$ cat config.mk
export PLATFORM = sky130hd
export DESIGN_NAME = pause_ctrl
export DESIGN_NICKNAME = d
export VERILOG_FILES = /design/src/rtl/pause_ctrl_pkg.sv /design/src/rtl/pause_ctrl.sv
export SDC_FILE = /design/constraint.sdc
export NUM_CORES = 1
export LEC_CHECK = 0
export CAP_MARGIN = 20
export CORE_UTILIZATION = 30
export DETAILED_ROUTE_END_ITERATION = 6
export GPL_TIMING_DRIVEN = 0
export HOLD_SLACK_MARGIN = 0.05
export MAX_ROUTING_LAYER = met4
export PLACE_DENSITY_LB_ADDON = 0.12
export RECOVER_POWER = 50
export SLEW_MARGIN = 20
export SYNTH_ARGS = -nofsm -noshare
export SYNTH_HDL_FRONTEND = slang
export SYNTH_SLANG_ARGS = --single-unit
$ cat constraint.sdc
create_clock -name clk_50MHz -period 2.1 [get_ports clk_50MHz]
set_input_delay 0.63 -clock clk_50MHz [delete_from_list [all_inputs] [get_ports clk_50MHz]]
set_output_delay 0.63 -clock clk_50MHz [all_outputs]
set_load 0.02 [all_outputs]
$ cat src/rtl/pause_ctrl_pkg.sv
// Shared constants, state encoding and pause-pattern helpers for pause_ctrl.
// Optional build macro PAUSE_CTRL_FWD_EN selects load-use-only hazard detection.
package pause_ctrl_pkg;

  localparam int unsigned CNT_W   = 4;
  localparam int unsigned REG_W   = 4;
  localparam int unsigned ADDR_W  = 16;

  localparam logic              PAUSE_ENABLE = 1'b1;
  localparam logic              RAM_OP_RD    = 1'b0;
  localparam logic [ADDR_W-1:0] IRAM_LIMIT   = 16'h8000;

  typedef enum logic {
    ST_RUN  = 1'b0,
    ST_WAIT = 1'b1
  } state_e;

  typedef struct packed {
    logic pc;
    logic if_p;
    logic if_f;
    logic ie_p;
    logic jc_ie;
    logic em;
  } pause_t;

  function automatic pause_t idle_pattern();
    pause_t p;
    p = '{default: ~PAUSE_ENABLE};
    return p;
  endfunction

  // Freeze every stage up to EXE/MEM while the instruction RAM serves MEM.
  function automatic pause_t hold_pattern();
    pause_t p;
    p      = idle_pattern();
    p.pc   = PAUSE_ENABLE;
    p.if_p = PAUSE_ENABLE;
    p.ie_p = PAUSE_ENABLE;
    p.em   = PAUSE_ENABLE;
    return p;
  endfunction

  // Last stall cycle: the fetched word is stale, so flush IF/ID; a taken jump lets the PC move.
  function automatic pause_t final_pattern(input logic jump);
    pause_t p;
    p       = idle_pattern();
    p.pc    = jump ? ~PAUSE_ENABLE : PAUSE_ENABLE;
    p.if_f  = PAUSE_ENABLE;
    p.jc_ie = jump ? PAUSE_ENABLE : ~PAUSE_ENABLE;
    return p;
  endfunction

  function automatic pause_t jump_pattern();
    pause_t p;
    p       = idle_pattern();
    p.if_f  = PAUSE_ENABLE;
    p.jc_ie = PAUSE_ENABLE;
    return p;
  endfunction

  function automatic pause_t hazard_pattern();
    pause_t p;
    p       = idle_pattern();
    p.pc    = PAUSE_ENABLE;
    p.if_p  = PAUSE_ENABLE;
    p.jc_ie = PAUSE_ENABLE;
    return p;
  endfunction

endpackage

$ cat src/rtl/pause_ctrl.sv
// Pipeline stall/flush controller: IRAM structural stall, taken jumps and data hazards.
// Build macro PAUSE_CTRL_FWD_EN: defined = load-use hazards only; undefined = any RAW on EXE/MEM.
module pause_ctrl
  import pause_ctrl_pkg::*;
#(
  parameter int unsigned WAIT_CYC = 2
) (
  input  logic              clk_50MHz,
  input  logic              rst,
  input  logic [REG_W-1:0]  id_REGA_ADDR,
  input  logic              id_REGA_use,
  input  logic [REG_W-1:0]  id_REGB_ADDR,
  input  logic              id_REGB_use,
  input  logic              ie_WB_en,
  input  logic [REG_W-1:0]  ie_WB_ADDR,
  input  logic              ie_RAM_en,
  input  logic              ie_RAM_op,
  input  logic              mem_WB_en,
  input  logic [REG_W-1:0]  mem_WB_ADDR,
  input  logic              mem_RAM_en,
  input  logic [ADDR_W-1:0] mem_RAM_ADDR,
  input  logic              jump_en,
  output logic              pc_PAUSE,
  output logic              if_PAUSE,
  output logic              if_FLUSH,
  output logic              ie_PAUSE,
  output logic              jump_control_ie_PAUSE,
  output logic              em_PAUSE
);

  localparam int unsigned       CNT_INIT_I = (WAIT_CYC >= 2) ? (WAIT_CYC - 2) : 0;
  localparam logic [CNT_W-1:0]  CNT_INIT   = CNT_W'(CNT_INIT_I);
  localparam bit                SINGLE_CYC = (WAIT_CYC == 1);

  state_e           state_q, state_d;
  logic [CNT_W-1:0] cnt_q, cnt_d;
  pause_t           pause_c;
  logic             struct_hit_c;
  logic             data_hazard_c;
  logic             unused_inputs;

  assign struct_hit_c = mem_RAM_en & (mem_RAM_ADDR < IRAM_LIMIT);

`ifdef PAUSE_CTRL_FWD_EN
  // Forwarding covers ALU results; only a load in EXE still has no data for ID.
  assign data_hazard_c = ie_RAM_en & (ie_RAM_op == RAM_OP_RD) & ie_WB_en &
                         ((id_REGA_use & (id_REGA_ADDR == ie_WB_ADDR)) |
                          (id_REGB_use & (id_REGB_ADDR == ie_WB_ADDR)));
  assign unused_inputs = ^{mem_WB_en, mem_WB_ADDR};
`else
  assign data_hazard_c = (ie_WB_en &
                          ((id_REGA_use & (id_REGA_ADDR == ie_WB_ADDR)) |
                           (id_REGB_use & (id_REGB_ADDR == ie_WB_ADDR)))) |
                         (mem_WB_en &
                          ((id_REGA_use & (id_REGA_ADDR == mem_WB_ADDR)) |
                           (id_REGB_use & (id_REGB_ADDR == mem_WB_ADDR))));
  assign unused_inputs = ^{ie_RAM_en, ie_RAM_op};
`endif

  always_ff @(posedge clk_50MHz or negedge rst) begin
    if (!rst) begin
      state_q <= ST_RUN;
      cnt_q   <= '0;
    end else begin
      state_q <= state_d;
      cnt_q   <= cnt_d;
    end
  end

  // Next state and pause pattern; priority is structural > jump > data hazard.
  always_comb begin
    state_d = state_q;
    cnt_d   = cnt_q;
    pause_c = idle_pattern();
    case (state_q)
      ST_RUN: begin
        if (struct_hit_c) begin
          if (SINGLE_CYC) begin
            pause_c = final_pattern(jump_en);
          end else begin
            pause_c = hold_pattern();
            state_d = ST_WAIT;
            cnt_d   = CNT_INIT;
          end
        end else if (jump_en) begin
          pause_c = jump_pattern();
        end else if (data_hazard_c) begin
          pause_c = hazard_pattern();
        end
      end
      ST_WAIT: begin
        if (cnt_q == '0) begin
          pause_c = final_pattern(jump_en);
          state_d = ST_RUN;
        end else begin
          pause_c = hold_pattern();
          cnt_d   = cnt_q - CNT_W'(1);
        end
      end
      default: state_d = ST_RUN;
    endcase
    if (!rst) begin
      pause_c = idle_pattern();
    end
  end

  assign pc_PAUSE              = pause_c.pc;
  assign if_PAUSE              = pause_c.if_p;
  assign if_FLUSH              = pause_c.if_f;
  assign ie_PAUSE              = pause_c.ie_p;
  assign jump_control_ie_PAUSE = pause_c.jc_ie;
  assign em_PAUSE              = pause_c.em;

endmodule

==> run summary <==
Status -> finished with violations
Failing checks -> negative setup slack
RD Place Congestion -> 0.803
CTS root buf -> clkbuf_4
Syn nets -> 110
I/O Buffers -> 30
HPWL after detailed placement -> 1040 um
Ports -> 48
Number of vias in the routed layout -> 644
GRT overflow -> 0
RSZ-0062 raised after global routing -> yes
Worst R2R Start -> cnt_q[0]
Die width -> 44.6 um
Distinct cells, synth -> 22
Worst Tran Pin Value -> 0.399 ns
Antenna diodes -> 0
Critical path arrival -> 1.71 ns
Commonest non-fill, non-tap cell in the layout -> buf_6
Slew margin rel. -> 73.4%
Inst Count DP -> 121
Final worst setup slack -> -0.241 ns
Critical path class -> in2out
Core ar. -> 1710 um2
Share of post-route cells with drive strength above 1 -> 72.0%
Die Area -> 1990 um2
Startpoint types -> primary input
Cell Count, Final, Fillers Out -> 132
Total track usage -> 22.3%
Clock Path Buffers -> 2
Register area share after synthesis -> 22.9%
Final layout net count -> 152
WL/cell -> 14.0 um
Class of the worst hold path -> in2async
Num rows -> 15
Maximum vdd drop -> 0.406 mV
CTS tree -> yes
Total CTS buffers -> 3
H-tree depth -> 1
Global-route wire length before repair -> 3030 um
Crit path launch -> ie_WB_ADDR[2]
CP max FO -> 3
Power per standard cell area -> 808 nW/um2
Synth warnings -> 0
Tmin final -> 2.34 ns
Initial core utilization -> 31.9%
Clock Latency Late Sink -> 0.26 ns
CP required -> 1.47 ns
Clock-pin slew on the worst setup and hold paths -> 0.05 ns
CTS sink cnt -> 5
Syn Inst Count -> 66
Nature of the critical path endpoint -> primary output
Fin. Hold Viols -> 0
WL final -> 1840 um
Drt initial violations -> 8
Most frequent cells in the layout -> 13 x buf_6, 12 x buf_4, 6 x xor2_4, 6 x xor2_2
Antenna viol nets, final -> 0
Tcrit/Tclk final -> 111%
Vias in the first global route -> 694
Post-Synthesis Cell Area -> 546 um2
P&R area growth vs syn -> 140%
Fill count -> 112
Initial antenna violation count -> 0
Largest net degree at the start of global routing -> 11
Drt first pass iters -> 4
Remaining DRCs -> 0
#FFs+latches synth -> 5
Area after DPL -> 891 um2
Skew final -> 0.00939 ns
Routed vias/inst -> 4.88
LEAKAGE -> 0.519 nW
Worst slack at placement -> -1.13 ns
Fmax -> 427 MHz
Synthesized area per cell -> 8.27 um2
Final Cell Area -> 1310 um2
Fin. max-slew vios -> 0
DIE HEIGHT -> 44.6 um
Hold slack -> 0.332 ns
Setup-failing EPs final -> 3
Max Cap Viol -> 0
[critical path: stages]
cell     delay, ns
buf_8         0.10
xnor2_2       0.12
nand3_2       0.11
nor4_4        0.05
nor4_4        0.39
o22ai_2       0.14
buf_6         0.15
[layout make-up]
class,count,area (um2),share of cell area (%)
multi-input combinational,56,763,58.2
timing repair buffer,37,343,26.1
buffer,1,7.51,0.573
tap,25,31.3,2.39
clock buffer,4,26.3,2.00
inverter,4,15.0,1.15
sequential,5,125,9.54
[report_power, final]
| part | total, mW | switching, mW | internal (mW) |
|---|---|---|---|
| Sequential | 0.218 | 0.0705 | 0.147 |
| Clock | 0.124 | 0.0517 | 0.0726 |
| Combinational | 0.718 | 0.343 | 0.375 |
| Total | 1.06 | 0.465 | 0.595 |
[final timing paths]
kind                             to  slack (ns)  cells past startpoint
max reg2reg                cnt_q[3]        0.66                      8
min                        cnt_q[2]        0.33                      1
min reg2reg                cnt_q[3]        0.59                      2
max                        if_PAUSE       -0.24                      7
min in group clk_50MHz     cnt_q[3]        0.59                      2
max in group asynchronous  cnt_q[0]        1.54                      1
[cells by family (layout without fill, tap and decap cells)]
kind of cell	Yosys count	in the layout	synth area share (%)
AND/OR/NAND/NOR	28	28	29.8
XOR/XNOR	18	18	28.9
AO/OA/AOI/OAI	8	8	9.63
flip-flops	5	5	22.9
buffers and inverters	5	46	4.13
adder cells (fa/ha/maj)	2	2	4.59
[layer usage]
| metal | vias to the layer above | routed length (um) | GRT usage (%) | part of all wire (%) |
|---|---|---|---|---|
| met4 | 0 | 21 | 11.5 | 1.1 |
| met1 | 317 | 643 | 22.6 | 35 |
| li1 | 297 | - | - | - |
| met3 | 2 | 85 | 1.63 | 4.6 |
| met5 | - | 0 | - | 0 |
| met2 | 28 | 1090 | 42.1 | 59 |
[metrics by stage]
stage | util [%] | power [mW] | setup TNS [ns]
after global placement | 52.2 | 0.690 | -5.84
after CTS | 69.0 | 0.973 | -0.706
after global routing | 76.8 | 1.14 | -0.813
after floorplan | - | 0.524 | -0.133
after detailed placement | 52.2 | 0.702 | -5.91
final | 76.8 | 1.06 | -0.648
[Yosys cell counts, drive strengths merged]
library cell / number / area [um2]
buf: 1 / 7.51
xnor2: 6 / 52.6
o22ai: 2 / 12.5
dfrtp: 5 / 125
a21oi: 1 / 5.00
nand4bb: 1 / 16.3
ha: 2 / 25.0
nor2b: 2 / 12.5
nor2: 5 / 18.8
nand2: 7 / 26.3
or2: 1 / 6.26
nor3b: 1 / 7.51
o21ai: 3 / 18.8
nor4: 6 / 50.0
xor2: 12 / 105
inv: 4 / 15.0
a22o: 1 / 8.76
a21boi: 1 / 7.51
nand3: 5 / 25.0
[flip-flops by register name, indices dropped and copies added (netlist names)]
signal	count
state_q	1
cnt_q	4
[repair_timing]
action / CTS / global route
setup buffers: 7 / 2
setup endpoints to repair: 6 / 5
hold buffers: 0 / 0
pin swaps: 29 / 23
resized for setup: 158 / 38
Power figures use the tool's default switching activity.
